## src/rtl/sum_rx_ctrl.sv

```systemverilog
// sum_rx_ctrl: receive side of the inter-core partial-sum exchange.
// Completes a four-phase req/ack handshake with the peer and captures each
// offered sum into a small circular FIFO that the local core drains.
// Optional macro SUM_RX_SYNC_EN: passes rx_req through a two-flop
// synchronizer before the FSM, which adds two cycles of request latency.
module sum_rx_ctrl #(
    parameter int bw_psum = 20,
    parameter int depth   = 4
) (
    input  logic                     clk,
    input  logic                     reset,
    input  logic                     rx_req,
    output logic                     rx_ack,
    input  logic [bw_psum+3:0]       rx_sum_in,
    input  logic                     rd_en,
    output logic                     sum_valid,
    output logic [bw_psum+3:0]       sum_rd,
    output logic                     fifo_full,
    output logic [$clog2(depth):0]   fifo_cnt
);
    localparam int AW = $clog2(depth);
    localparam int DW = bw_psum + 4;
    localparam logic [AW:0] FULL_CNT = (AW+1)'(depth);

    typedef enum logic [1:0] {ARM, IDLE, ACK} state_t;

    state_t          state_q, state_d;
    logic            rx_ack_q, rx_ack_d;
    logic [AW-1:0]   wr_ptr_q, rd_ptr_q;
    logic [AW:0]     cnt_q, cnt_d;
    logic [DW-1:0]   mem_q [depth];
    logic            req_s;
    logic            push, pop;

`ifdef SUM_RX_SYNC_EN
    logic [1:0] sync_q;

    // Two-flop synchronizer on the peer request; data is held stable by the protocol.
    always_ff @(posedge clk or posedge reset) begin
        if (reset) sync_q <= 2'b00;
        else       sync_q <= {sync_q[0], rx_req};
    end

    assign req_s = sync_q[1];
`else
    assign req_s = rx_req;
`endif

    // Handshake FSM: ARM waits for a low request so a handshake cut by reset is not re-captured.
    always_comb begin
        state_d  = state_q;
        rx_ack_d = rx_ack_q;
        push     = 1'b0;
        case (state_q)
            ARM:  if (!req_s) state_d = IDLE;
            IDLE: if (req_s && !fifo_full) begin
                      push     = 1'b1;
                      rx_ack_d = 1'b1;
                      state_d  = ACK;
                  end
            ACK:  if (!req_s) begin
                      rx_ack_d = 1'b0;
                      state_d  = IDLE;
                  end
            default: state_d = ARM;
        endcase
    end

    assign pop = rd_en && (cnt_q != '0);

    // Occupancy: simultaneous push and pop leave the count unchanged.
    always_comb begin
        cnt_d = cnt_q;
        case ({push, pop})
            2'b10:   cnt_d = cnt_q + (AW+1)'(1);
            2'b01:   cnt_d = cnt_q - (AW+1)'(1);
            default: cnt_d = cnt_q;
        endcase
    end

    // Control state: FSM, ack, pointers and count all clear on reset.
    always_ff @(posedge clk or posedge reset) begin
        if (reset) begin
            state_q  <= ARM;
            rx_ack_q <= 1'b0;
            wr_ptr_q <= '0;
            rd_ptr_q <= '0;
            cnt_q    <= '0;
        end else begin
            state_q  <= state_d;
            rx_ack_q <= rx_ack_d;
            cnt_q    <= cnt_d;
            if (push) wr_ptr_q <= wr_ptr_q + AW'(1);
            if (pop)  rd_ptr_q <= rd_ptr_q + AW'(1);
        end
    end

    // Storage array needs no reset; entries are only read when counted valid.
    always_ff @(posedge clk) begin
        if (push) mem_q[wr_ptr_q] <= rx_sum_in;
    end

    assign rx_ack    = rx_ack_q;
    assign sum_valid = (cnt_q != '0);
    assign fifo_full = (cnt_q == FULL_CNT);
    assign fifo_cnt  = cnt_q;
    assign sum_rd    = mem_q[rd_ptr_q];

endmodule

```

## config.mk

```make
export PLATFORM = sky130hd
export DESIGN_NAME = sum_rx_ctrl
export DESIGN_NICKNAME = d
export VERILOG_FILES = /design/src/rtl/sum_rx_ctrl.sv
export SDC_FILE = /design/constraint.sdc
export NUM_CORES = 1
export LEC_CHECK = 0
export ABC_AREA = 1
export CAP_MARGIN = 20
export CORE_UTILIZATION = 58
export DETAILED_ROUTE_END_ITERATION = 12
export GPL_ROUTABILITY_DRIVEN = 0
export PLACE_DENSITY_LB_ADDON = 0.2
export SYNTH_ARGS = -nofsm -noshare
export SYNTH_HDL_FRONTEND = slang
export SYNTH_SLANG_ARGS = --single-unit
```

## constraint.sdc

```tcl
create_clock -name clk -period 4.3 [get_ports clk]
set_input_delay 0.86 -clock clk [delete_from_list [all_inputs] [get_ports clk]]
set_output_delay 0.86 -clock clk [all_outputs]
set_load 0.05 [all_outputs]
```

Word level (Yosys, flattened, before mapping)
Memory sizes are Yosys's and may differ from the RTL's.
Index checks and enable logic that the tools add are counted.

storage, ports and cells
  bits in registers = 10
  RAM bits = 96
  input port bits = 28
  memories kept = 1

operators by class
  add/subtract/negate cells = 4
  equality and inequality tests = 8
  muxes and demuxes = 11
  reduce and logical (&&, ||, !) cells = 10

memories
  memory  words  bits a word  read ports  clocked after memory_dff  wr ports  line  text
  mem_q   4      24           1           0                         1         31    logic [DW-1:0] mem_q [depth];

operator list
  operator               number
  $mux W1                6
  $ne A2 B2 Y1 const B   3
  $pmux W3 S2            1
  $add A2 B1 Y2 const B  2
  $eq A2 B1 Y1 const B   2
  $eq A2 B2 Y1 const B   2
  $mux W2                2
  $pmux W2 S2            1
  $reduce_bool A2 Y1     2
  $add A3 B1 Y3 const B  1
  $eq A3 B3 Y1 const B   1
  $reduce_and A3 Y1      1
  $reduce_bool A3 Y1     1
  $sub A3 B1 Y3 const B  1
  $logic_and A1 B1 Y1    2
  $logic_not A2 Y1       1
  $pmux W1 S2            1
  $reduce_and A2 Y1      1
  $reduce_or A2 Y1       1
  $logic_not A1 Y1       1

Logic depth before layout (Yosys ltp)
  word-level depth = 7
  gate-level depth with buffers = 12
  depth with buffers taken out = 12

Worst setup path after synthesis
Ideal clock, no wire load.

  path kind = register to register
  start point = register cnt_q[0] (netlist: fifo_cnt[0])
  end point = memory mem_q[0][0] in the netlist's numbering, enable pin
  setup time = 405 ps
  data arrival time = 2,126 ps
  data required time = 3,895 ps
  path slack = 1,769 ps
  stages on the path, launching flop included = 5
  path buffers = 0
  clock period less this slack = 2,531 ps
  cell sequence = dfrtp_1 nor2_1 nand2_2 nand3_2 nor2_1

on the way
  word-level cells in the longest chain between the ends = 7

ends and longest elaborated chain
  item                           line  text
  from (decl)                    30    logic [AW:0] cnt_q, cnt_d;
  from (signal assigned)         92    cnt_q <= cnt_d;
  $eq A3 B3 Y1                   105   assign fifo_full = (cnt_q == FULL_CNT);
  $logic_not A1 Y1               56    IDLE: if (req_s && !fifo_full) begin
  $logic_and A1 B1 Y1            56
  $mux W1                        56
  $mux W1                        54    case (state_q)
  $mux W1                        100   if (push) mem_q[wr_ptr_q] <= rx_sum_in;
  $mux W1 (not written as such)  100
  to (decl)                      31

No other way between the ends.

Final worst setup path
  start point = register rd_ptr_q[0]
  end point = output port sum_rd[18]

on the way
  word-level cells in the longest chain between the ends = 1

ends and longest elaborated chain
  item                    line  text
  from (decl)             29    logic [AW-1:0] wr_ptr_q, rd_ptr_q;
  from (signal assigned)  94    if (pop) rd_ptr_q <= rd_ptr_q + AW'(1);
  $mem_v2 Z4 W24          n/a
  to (decl)               17    output logic [bw_psum+3:0] sum_rd,

No other way between the ends.

==> impl.org <==
** Detailed routing
- Number of violations reported at the end of detailed-routing iteration 0 :: 181
- The first TritonRoute pass finished after 4 iterations.
- The count of nets left with antenna violations once routing finished came out at 0.
- The routed design has 7410 um of wire.
- After detailed routing, the average wire length per cell comes to 15.1 um.
- DRC errors left :: 0
- Detailed routing inserted a total of 2598 vias.
- Via/cell ratio :: 5.29

** Die
- Placeable core region :: 0.00691 sq mm
- The initial utilization of the core area, before any placement, comes to 0.610.
- The die is 87.2 um wide.
- 58 I/O pins were placed.
- FP Rows :: 30
- The floorplan step defined a die boundary enclosing 0.00761 sq mm.
- Die height :: 87.2 um

** Synthesis
- Main flop type after synthesis :: sky130_fd_sc_hd__edfxtp_1
- Count of yosys warnings during synthesis :: 0
- In this run the cell area of the synthesized design comes to 0.00421 sq mm.
- Number of instances in the synthesized netlist :: 332
- Yosys mapped the design onto 20 distinct sky130hd cell types.
- FF+latch count, synth :: 106
- A synthesized cell averages 12.7 sq um.
- Mapped Nets :: 366
- Sequential-to-total area share from yosys stat :: 0.744
- Of all flip-flops after synthesis, the portion carrying an async set or reset was 0.0943.
- Yosys mapped a number of flops with a built-in enable equal to 96.

** Clocking
- For this design, the sink count on the clock tree is 106.
- Post-cts resize count :: 0
- After clock tree synthesis, the clock-pin slew on the worst setup and hold paths is 0.09 ns.
- The number of setup buffers added after CTS is 0.
- Clock insertion delay at the later pin of the skew report :: 0.35 ns
- In this run, CTS created clock tree buffers numbering 9.
- Hold repair after CTS inserted 0 buffers.
- TritonCTS built the clock tree.
- Maximum clock insertion buffer count :: 2
- The H-tree generated during clock tree synthesis spans 3 levels.
- Root cell of the clock tree :: sky130_fd_sc_hd__clkbuf_8

** Status
- Run status :: complete, no violations

** Cells and area
- Commonest non-fill, non-tap cells in the layout :: 96 x sky130_fd_sc_hd__edfxtp_1, 73 x sky130_fd_sc_hd__nor2_1, 72 x sky130_fd_sc_hd__o21ai_1
- Leading cell type in the layout, fill and taps excluded :: sky130_fd_sc_hd__edfxtp_1
- Number of diodes :: 0
- Layout overhead on the synthesized area :: 19.2%
- Of the cells placed in the final design, the portion with a size suffix greater than 1 is 0.0759.
- After the last flow step, the layout net total stands at 424.

** Placed design
- After legalization and detailed placement, the total HPWL measured 4500 um.
- Quantity of I/O buffers inserted on ports :: 57

** GRT
- Antenna violations before repair :: 0
- Across every metal layer, demand over resource in global routing totals 0.213.
- First-pass GRT wire length :: 11800 um
- Number of global-route vias before repair :: 2502
- Summed over all layers, the global routing overflow is 0.
- Entering global routing, the biggest net connects 51 pins.

** Timing
- Final clock skew :: 0.00811 ns
- The final-report max-slew violation count was 0.
- Setup repair after global routing missed its margin :: no
- Final total negative setup slack :: 0 ns
- At the pin with the least slew margin, the transition time is 0.870 ns.
- Highest achievable clock rate :: 0.290 GHz
- Tcrit/Tclk final :: 0.803
- The number of endpoints with negative hold slack in the final report came to 0.
- Worst slew margin relative to its limit :: 0.420
- Setup violations remaining at the end of the flow were counted as 0.
- For the finished layout, the period the worst path requires is 3.45 ns.

** Worst setup path
- Crit path DAT :: 2.59 ns
- The setup path with the least slack is of type reg2out.
- STA puts the critical path data required time at 3.44 ns.
- The worst setup path is launched from a register.
- The worst setup path is captured at an output port.
- In this run the worst path has a maximum fanout of 50.

** Power and ir drop
- Post-layout total power :: 3.74 mW
- In this run the power density over the cells is 746 mW/mm^2.
- Across the VDD grid, the largest voltage drop is 0.395 mV.
- Leakage power total :: 1.78 nW

** Job
- Max-cap check violation count :: 0

** Hold path
- The path class of the tightest hold or removal check is reg2reg.
-- worst paths after layout --
kind,from,end,slack [ns],cells after the start
max,rd_ptr_q[0],sum_rd[18],0.85,4
min in group asynchronous,reset,rx_ack,0.78,2
min,state_q[0],state_q[0],0.50,1
max reg2reg,fifo_cnt[0],fifo_cnt[2],2.31,10
max in group asynchronous,reset,rd_ptr_q[0],3.22,2
min reg2reg,state_q[0],state_q[0],0.50,1
-- metrics by stage --
step           cell area, sq um  worst slack, ns   util  std cells  hold WS, ns
2_1_floorplan              4210             1.77      -        332        0.455
3_3_place_gp               4850             1.30  0.702        475        0.484
3_5_place_dp               4850             1.26  0.702        475        0.489
4_1_cts                    5020            0.828  0.727        491        0.502
5_1_grt                    5020            0.714  0.727        491        0.538
6_report                   5020            0.846  0.727        491        0.499
-- state kept, by name, indices dropped and copies added, names as in the netlist --
name	count
state_q	2
rx_ack	1
rd_ptr_q	2
mem_q	96
wr_ptr_q	2
fifo_cnt	3
-- synthesized netlist by cell type (3+ instances only) --
| cell | n | area share |
|---|---|---|
| sky130_fd_sc_hd__edfxtp_1 | 96 | 0.68 |
| sky130_fd_sc_hd__nor2_1 | 77 | 0.069 |
| sky130_fd_sc_hd__o21ai_1 | 72 | 0.086 |
| sky130_fd_sc_hd__nand2_1 | 23 | 0.020 |
| sky130_fd_sc_hd__inv_1 | 15 | 0.013 |
| sky130_fd_sc_hd__dfrtp_1 | 10 | 0.059 |
| sky130_fd_sc_hd__buf_2 | 8 | 0.0095 |
| sky130_fd_sc_hd__ha_1 | 5 | 0.015 |
| sky130_fd_sc_hd__buf_4 | 4 | 0.0071 |
| sky130_fd_sc_hd__nand3_1 | 4 | 0.0048 |
| sky130_fd_sc_hd__buf_6 | 3 | 0.0080 |
| sky130_fd_sc_hd__inv_2 | 3 | 0.0027 |
| sky130_fd_sc_hd__nand4_1 | 3 | 0.0045 |
| sky130_fd_sc_hd__o21ai_0 | 3 | 0.0036 |
-- critical path: stages (launching register included) --
cell and delay, ns:
sky130_fd_sc_hd__dfrtp_2 0.42, sky130_fd_sc_hd__inv_2 0.61, sky130_fd_sc_hd__o21ai_1 0.14, sky130_fd_sc_hd__o21ai_1 0.20, sky130_fd_sc_hd__clkdlybuf4s50_1 0.83
-- final cells by class --
type / count / area [sq um]
clock buffer: 10 / 128
clock inverter: 6 / 41.3
fill: 486 / 1890
inverter: 18 / 67.6
multi-input combinational: 192 / 913
sequential: 106 / 3130
tap: 96 / 120
timing repair buffer: 63 / 616
-- per-layer routing --
layer  track usage  up-vias  routed length [um]
met5             0        -                   0
met4        0.0864        0                  69
met3        0.0455        6                 391
met2         0.344       66                3740
met1         0.285     1253                3210
li1              -     1273                   -
-- cells by family (layout without fill, tap and decap cells) --
group	count (synthesis)	after routing	share of synthesized area
xor gates and xnor gates	1	1	0.00208
buffers and inverters	34	97	0.0416
and+or+nand+nor	110	110	0.104
AOI/OAI and AO/OA	75	75	0.0891
adders and majority gates	6	6	0.0196
DFF	106	106	0.744
-- where the power goes --
part | internal [mW] | total, mW | switching (mW)
Combinational | 0.568 | 1.86 | 1.30
Sequential | 1.28 | 1.34 | 0.0638
Clock | 0.212 | 0.534 | 0.322
No activity file was read; power rests on OpenSTA's default activity.
